File: src/rtl/cdb_arbiter_pkg.sv
// Shared constants for the CDB arbiter: FU select encoding, default widths, null tag.
// Also holds the round-robin pointer advance rule used by the top.
package cdb_arbiter_pkg;

  typedef enum logic [1:0] {
    FU_ADDSUB = 2'd0,
    FU_MUL    = 2'd1,
    FU_DIV    = 2'd2
  } fu_sel_e;

  localparam int N_FU_DEF   = int'(FU_DIV) + 1;
  localparam int TAG_W_DEF  = 4;
  localparam int DATA_W_DEF = 32;
  localparam int NULL_TAG   = 0;

  // Pointer moves one past the winner, wrapping at n-1 so non-power-of-two n never reaches n.
  function automatic int next_ptr(input int idx, input int n);
    return (idx == n - 1) ? 0 : idx + 1;
  endfunction

endpackage

File: src/rtl/cdb_arbiter_rr_pick.sv
// Combinational round-robin picker: first asserted request at or after ptr_i, wrapping.
// Zero latency; outputs one-hot grant, encoded index and an any-grant flag.
module cdb_arbiter_rr_pick #(
  parameter int N     = 3,
  parameter int IDX_W = 2
) (
  input  logic [N-1:0]     req_i,
  input  logic [IDX_W-1:0] ptr_i,
  output logic [N-1:0]     gnt_o,
  output logic [IDX_W-1:0] idx_o,
  output logic             any_o
);

  // First pass covers ptr..N-1; second pass catches the wrapped 0..ptr-1 segment.
  always_comb begin
    gnt_o = '0;
    idx_o = '0;
    any_o = 1'b0;
    for (int i = 0; i < N; i++) begin
      if (!any_o && req_i[i] && (i >= int'(ptr_i))) begin
        gnt_o[i] = 1'b1;
        idx_o    = IDX_W'(i);
        any_o    = 1'b1;
      end
    end
    for (int i = 0; i < N; i++) begin
      if (!any_o && req_i[i]) begin
        gnt_o[i] = 1'b1;
        idx_o    = IDX_W'(i);
        any_o    = 1'b1;
      end
    end
  end

endmodule

File: src/rtl/cdb_arbiter.sv
// Round-robin arbiter owning the common data bus: one FU result accepted per cycle, broadcast
// registered one cycle later; the bus itself never backpressures, only losing FUs wait.
module cdb_arbiter
  import cdb_arbiter_pkg::*;
#(
  parameter int  N_FU   = N_FU_DEF,
  parameter int  TAG_W  = TAG_W_DEF,
  parameter int  DATA_W = DATA_W_DEF,
  localparam int SRC_W  = (N_FU > 1) ? $clog2(N_FU) : 1
) (
  input  logic                   clk,
  input  logic                   rst,
  input  logic [N_FU-1:0]        req_valid,
  input  logic [N_FU*TAG_W-1:0]  req_tag,
  input  logic [N_FU*DATA_W-1:0] req_data,
  output logic [N_FU-1:0]        req_ready,
  output logic                   cdb_valid,
  output logic [TAG_W-1:0]       cdb_tag,
  output logic [DATA_W-1:0]      cdb_data,
  output logic [SRC_W-1:0]       cdb_src
);

  logic [SRC_W-1:0]  ptr_q, ptr_d;
  logic [N_FU-1:0]   pick_gnt;
  logic [SRC_W-1:0]  pick_idx;
  logic              pick_any;
  logic              xfer;

  logic              cdb_valid_q, cdb_valid_d;
  logic [TAG_W-1:0]  cdb_tag_q, cdb_tag_d;
  logic [DATA_W-1:0] cdb_data_q, cdb_data_d;
  logic [SRC_W-1:0]  cdb_src_q, cdb_src_d;

  cdb_arbiter_rr_pick #(
    .N     (N_FU),
    .IDX_W (SRC_W)
  ) u_pick (
    .req_i (req_valid),
    .ptr_i (ptr_q),
    .gnt_o (pick_gnt),
    .idx_o (pick_idx),
    .any_o (pick_any)
  );

  // Nothing is accepted while rst is high, so held requests survive a reset cycle.
  assign req_ready = rst ? '0 : pick_gnt;
  assign xfer      = pick_any & ~rst;

  always_comb begin
    ptr_d       = ptr_q;
    cdb_valid_d = xfer;
    cdb_tag_d   = '0;
    cdb_data_d  = '0;
    cdb_src_d   = '0;
    if (xfer) begin
      ptr_d     = SRC_W'(next_ptr(int'(pick_idx), N_FU));
      cdb_src_d = pick_idx;
      for (int i = 0; i < N_FU; i++) begin
        if (pick_gnt[i]) begin
          cdb_tag_d  = req_tag[i*TAG_W +: TAG_W];
          cdb_data_d = req_data[i*DATA_W +: DATA_W];
        end
      end
    end
  end

  // Idle cycles zero tag/data/src so consumers can tag-match without qualifying on valid.
  always_ff @(posedge clk) begin
    if (rst) begin
      ptr_q       <= '0;
      cdb_valid_q <= 1'b0;
      cdb_tag_q   <= '0;
      cdb_data_q  <= '0;
      cdb_src_q   <= '0;
    end else begin
      ptr_q       <= ptr_d;
      cdb_valid_q <= cdb_valid_d;
      cdb_tag_q   <= cdb_tag_d;
      cdb_data_q  <= cdb_data_d;
      cdb_src_q   <= cdb_src_d;
    end
  end

  assign cdb_valid = cdb_valid_q;
  assign cdb_tag   = cdb_tag_q;
  assign cdb_data  = cdb_data_q;
  assign cdb_src   = cdb_src_q;

  generate
    for (genvar g = 0; g < N_FU; g++) begin : g_tag_chk
      a_no_null_tag: assert property (@(posedge clk) disable iff (rst)
        req_valid[g] |-> (req_tag[g*TAG_W +: TAG_W] != TAG_W'(NULL_TAG)));
    end
  endgenerate

  a_ready_onehot: assert property (@(posedge clk) $onehot0(req_ready));

endmodule
File: config.mk
export PLATFORM = sky130hd
export DESIGN_NAME = cdb_arbiter
export DESIGN_NICKNAME = d
export VERILOG_FILES = /design/src/rtl/cdb_arbiter_pkg.sv /design/src/rtl/cdb_arbiter_rr_pick.sv /design/src/rtl/cdb_arbiter.sv
export SDC_FILE = /design/constraint.sdc
export NUM_CORES = 1
export LEC_CHECK = 0
export BUFFER_PORTS_ARGS = -buffer_cell sky130_fd_sc_hd__buf_2
export CAP_MARGIN = 10
export CORE_MARGIN = 1
export CORE_UTILIZATION = 43
export CTS_BUF_LIST = sky130_fd_sc_hd__clkbuf_4
export DETAILED_ROUTE_END_ITERATION = 8
export PLACE_DENSITY = 0.93
export RECOVER_POWER = 25
export REMOVE_ABC_BUFFERS = 1
export SKIP_CTS_REPAIR_TIMING = 1
export SYNTH_ARGS = -nofsm -noshare
export SYNTH_HDL_FRONTEND = slang
export SYNTH_HIERARCHICAL = 1
export SYNTH_SLANG_ARGS = --single-unit
File: constraint.sdc
create_clock -name clk -period 1.7 [get_ports clk]
set_input_delay 0.17 -clock clk [delete_from_list [all_inputs] [get_ports clk]]
set_output_delay 0.17 -clock clk [all_outputs]
set_load 0.02 [all_outputs]
# Word level (Yosys, flattened, before mapping)
# Index checks and enable logic that the tools add are counted.
# classes
bitwise	3
magnitude_cmp	3
mux	24
eq_ne	1
addsub	1
reduce_logical	14
# ops
operator	count
32-bit two-way mux	3
1-bit two-way mux	12
4-bit two-way mux	3
2-bit two-way mux	5
1-bit logical AND	8
1-bit zero test	5
1-bit by 2-bit greater-or-equal comparator with 1-bit output (first input constant)	2
3-bit two-way mux	1
2-bit by 1-bit adder with 2-bit output (second input constant)	1
2-bit equality test (second input constant)	1
2-bit greater-or-equal comparator (first input constant)	1
1-bit inverter	2
2-bit OR reduction	1
1-bit bitwise AND	1
# word_totals
regBits	41
in_bits	113
output_inout_bits	42
wordCells	51

# Depth between registers and ports, before layout
# depth
ltp_word	23
mapped_depth	6
mapped_depth_nobuf	4

# By module
# Netlist, hierarchy kept.
# modules_own_cells
module	seq_area_each_um2	instances	cells_each	area_each_um2
cdb_arbiter	820.8	1	222	2193.4
cdb_arbiter_rr_pick	0.0	1	14	100.1

# Least setup slack after synthesis
# No wires, ideal clock.
# synth_path
path_type	register to output
startpoint	register ptr_q[0]
endpoint	output port req_ready[2]
arrival_ps	1469
path_buffers	2
setup_slack_ps	61
t_required_ps	1530
stages_incl_launch_ff	6
path_cell_list	dfxtp_1 -> nor3b_2 -> o31a_1 -> buf_4 -> buf_2 -> nor2b_1
# synth_via
elab_chain_cells	21
word_cells_on_any_way	24
classes_between	order compare: 3; mux: 8; reduce/logical: 13
# synth_rtl
element	line_no	source
start, declared	cdb_arbiter.sv:23	logic [SRC_W-1:0] ptr_q, ptr_d;
start signal, assigned	cdb_arbiter.sv:76	ptr_q <= ptr_d;
1-bit by 2-bit greater-or-equal comparator with 1-bit output	cdb_arbiter_rr_pick.sv:20	if (!any_o && req_i[i] && (i >= int'(ptr_i))) begin
1-bit logical AND	cdb_arbiter_rr_pick.sv:20	
1-bit two-way mux	cdb_arbiter_rr_pick.sv:20	
1-bit zero test	cdb_arbiter_rr_pick.sv:20	
1-bit logical AND (2 in a row)	cdb_arbiter_rr_pick.sv:20	
1-bit two-way mux	cdb_arbiter_rr_pick.sv:20	
1-bit zero test	cdb_arbiter_rr_pick.sv:20	
1-bit logical AND (2 in a row)	cdb_arbiter_rr_pick.sv:20	
[... 4 more ...]	n/a	
1-bit zero test	cdb_arbiter_rr_pick.sv:27	if (!any_o && req_i[i]) begin
1-bit logical AND	cdb_arbiter_rr_pick.sv:27	
1-bit two-way mux	cdb_arbiter_rr_pick.sv:27	
1-bit zero test	cdb_arbiter_rr_pick.sv:27	
1-bit logical AND	cdb_arbiter_rr_pick.sv:27	
1-bit two-way mux *	cdb_arbiter_rr_pick.sv:27	
via pick_gnt[2]	cdb_arbiter.sv:24	logic [N_FU-1:0] pick_gnt;
3-bit two-way mux *	cdb_arbiter.sv:46	assign req_ready = rst ? '0 : pick_gnt;
end, declared	cdb_arbiter.sv:16	output logic [N_FU-1:0] req_ready,
# The timed path passes the listed nets; every way through them passes the cells marked *.

# Final worst setup path
# layout_path
startpoint	register ptr_q[1]
endpoint	output port req_ready[2]
# The elaborated chain is that of the path after synthesis.

==> impl_results.md <==
* First-pass GRT wire length at 8890 µm
* CTS Buffer Depth at 2
* Sw Ratio at 0.338
* RSZ-0062 raised after global routing: yes
* RD Place Congestion at 0.784
* Routed wire per std cell at 14.7 µm
* Count leader, synth: dfxtp_1
* Residual DRC at 0
* Layout cells sized above 1 at 0.577
* Core area at 5110 µm²
* Crit. End Element: primary output
* Cell Chain, Critical Path: nor2b_2, o31a_4, nor2b_1, buf_4
* Synth warnings at 6
* Worst path slowest cell: dfxtp_4
* Fmax at 581 MHz
* Internal at 1630 µW
* Clock sinks at 41
* Power share of the clock group at 0.199
* Synth top area share at 0.358
* Cts bufs inserted at 5
* Violated checks: negative setup slack
* Initial antenna violation count at 0
* Number of synthesized register bits at 41
* Place WS at 0.0845 ns
* Count of cell types in the netlist at 23
* Avg Cell Area, Syn at 9.72 µm²
* Async S/R FF share, synth at 0
* Top cells by area, synth: dfxtp_1, a221oi_2, nand3b_1, a21oi_1, inv_1
* Clock root buffer master: clkbuf_4
* Clock slew at reported path FFs at 0.12 ns
* DP Cell Count at 444
* Post-synth top flop: dfxtp_1
* Global route overflow at 0
* Routed WL at 6750 µm
* Pin count of the biggest net entering global routing at 41
* Vias in the first global route at 2072
* Mapped cell area at 2290 µm²
* Slew Limit Fails at 0
* Tot GR Track Use at 0.209
* Via-per-instance ratio at 5.17
* Mapped Cells at 236
* Die area at 5630 µm²
* Startpoint Class: register
* Hold crit path type: input port to register
* Initial Util at 0.449
* Cell taking the most area after synthesis: dfxtp_1
* Worst path max stage delay at 0.41 ns
* Final setup fails at 2
* Status: finished, violations left
* Syn-to-layout area delta at 46.0%
* Final worst-path cycle share at 1.01
* Routed via count at 2379
* Die width at 75.0 µm
* Clock skew at 0.00724 ns
* Ports at 155
* Nets at 502
* HPWL after DPL at 4540 µm
* Sequential cell area fraction in the yosys report at 0.358
* Die height at 75.0 µm
* WS Path Type: register to primary output
* Share of power burned in registers at 0.439
* Max_cap viols at 0
* Row Count at 26
* Crit path time final at 1.72 ns
* H-tree levels at 2
* Power Dens Cells at 735 nW/µm²
* Number of synthesized flops with an enable pin at 0
* Top cells by count, synth: dfxtp_1, a21oi_1, nand3b_1, inv_1, a221oi_2
* CTS tree: done
* TritonRoute pass-1 iters at 6
* WP data arrival at 1.55 ns
* Number of port buffers at 154
* Slew Limit Headroom at 0.814
* Clock Latency Late Sink at 0.34 ns
* Peak VDD IR at 0.000485 V
* Logic gate share of total power at 0.361
* CP Max Fanout at 7
* Routed Antenna Nets at 0
* NetSw at 831 µW
* 1st-iter DRT viols at 42
* Final Non-Filler Cells at 460
* ANT cells at 0
* WP data required at 1.53 ns
* Final WS setup at -0.0208 ns
* Pleak at 0.00162 µW
* Final hold vios at 0
* Worst Max-Slew Pin Slew at 0.280 ns
flip-flops by register name, summed over array words and instances, names as in the netlist:
| name | count |
|---|---|
| cdb_data | 32 |
| cdb_tag | 4 |
| cdb_valid | 1 |
| ptr_q | 2 |
| cdb_src | 2 |
layout by cell type (no fill, tap or decap), types with 2 or more instances in the layout:
cell type / Yosys / layout
dfxtp_1: 41 / 39
clkbuf_16: 0 / 2
clkbuf_4: 0 / 6
and2_1: 2 / 2
buf_4: 5 / 10
a221oi_1: 3 / 3
clkinv_2: 0 / 2
dfxtp_4: 0 / 2
nor2_1: 2 / 2
nand2b_1: 3 / 3
nor2b_1: 3 / 2
nand3b_1: 37 / 37
buf_12: 0 / 6
a221oi_2: 33 / 32
a21oi_2: 0 / 3
buf_2: 12 / 151
a21oi_1: 39 / 35
inv_1: 36 / 36
per-stage QoR:
step | total power (µW) | TNS (ns) | hold slack (ns) | utilization | instance area [µm²]
floorplan | 1570 | -46.31 | 0.239 | - | 2120
global placement | 1880 | 0 | 0.410 | 0.609 | 3110
detailed placement | 1910 | 0 | 0.407 | 0.609 | 3110
CTS | 2410 | -0.462 | 0.0169 | 0.620 | 3170
global route | 2610 | -0.268 | 0.0218 | 0.656 | 3350
finish | 2460 | -0.0358 | 0.0267 | 0.656 | 3350
worst max-delay path, delay by kind of cell, from the launching register on:
kind	cells	cell delay (ns)
AOI/OAI and AO/OA	1	0.33
buffers and inverters	1	0.15
DFF	1	0.41
and+or+nand+nor	2	0.31
final timing paths:
path | from | endpoint | slack [ns] | depth (start not counted)
setup / recovery | ptr_q[1] | req_ready[2] | -0.02 | 4
hold / removal | rst | ptr_q[0] | 0.03 | 2
setup reg to reg | ptr_q[1] | cdb_data[29] | 0.03 | 6
hold reg to reg | ptr_q[1] | ptr_q[1] | 0.57 | 2
power groups by stage:
stage                     Combinational (µW)  Sequential, µW  Clock, µW
final                                    889            1080        491
after global placement                   791            1090          0
after floorplan                          366            1200          0
after detailed placement                 816            1100          0
after CTS                                818            1080        512
after global routing                     957            1090        565
final cells by class:
| class | instances | area [µm²] |
|---|---|---|
| Clock buffer | 6 | 45.0 |
| Clock inverter | 2 | 10.0 |
| Fill cell | 408 | 1760 |
| Inverter | 37 | 139 |
| Multi-Input combinational cell | 134 | 1230 |
| Sequential cell | 41 | 828 |
| Tap cell | 70 | 87.6 |
| Timing Repair Buffer | 170 | 1010 |
cell families after synthesis:
kind of cell | count (synthesis) | synth area share
simple gates | 54 | 0.171
compound gates | 80 | 0.334
buf+inv | 61 | 0.137
flops | 41 | 0.358
metal layers:
layer	global-route usage	wire (µm)	up-vias	share of wire
met4	0.0608	89	0	0.013
met5	0	0	-	0
met1	0.212	2700	1111	0.40
met3	0.0535	394	11	0.058
li1	-	-	1157	-
met2	0.414	3560	100	0.53
(Power assumes the default switching activity.)
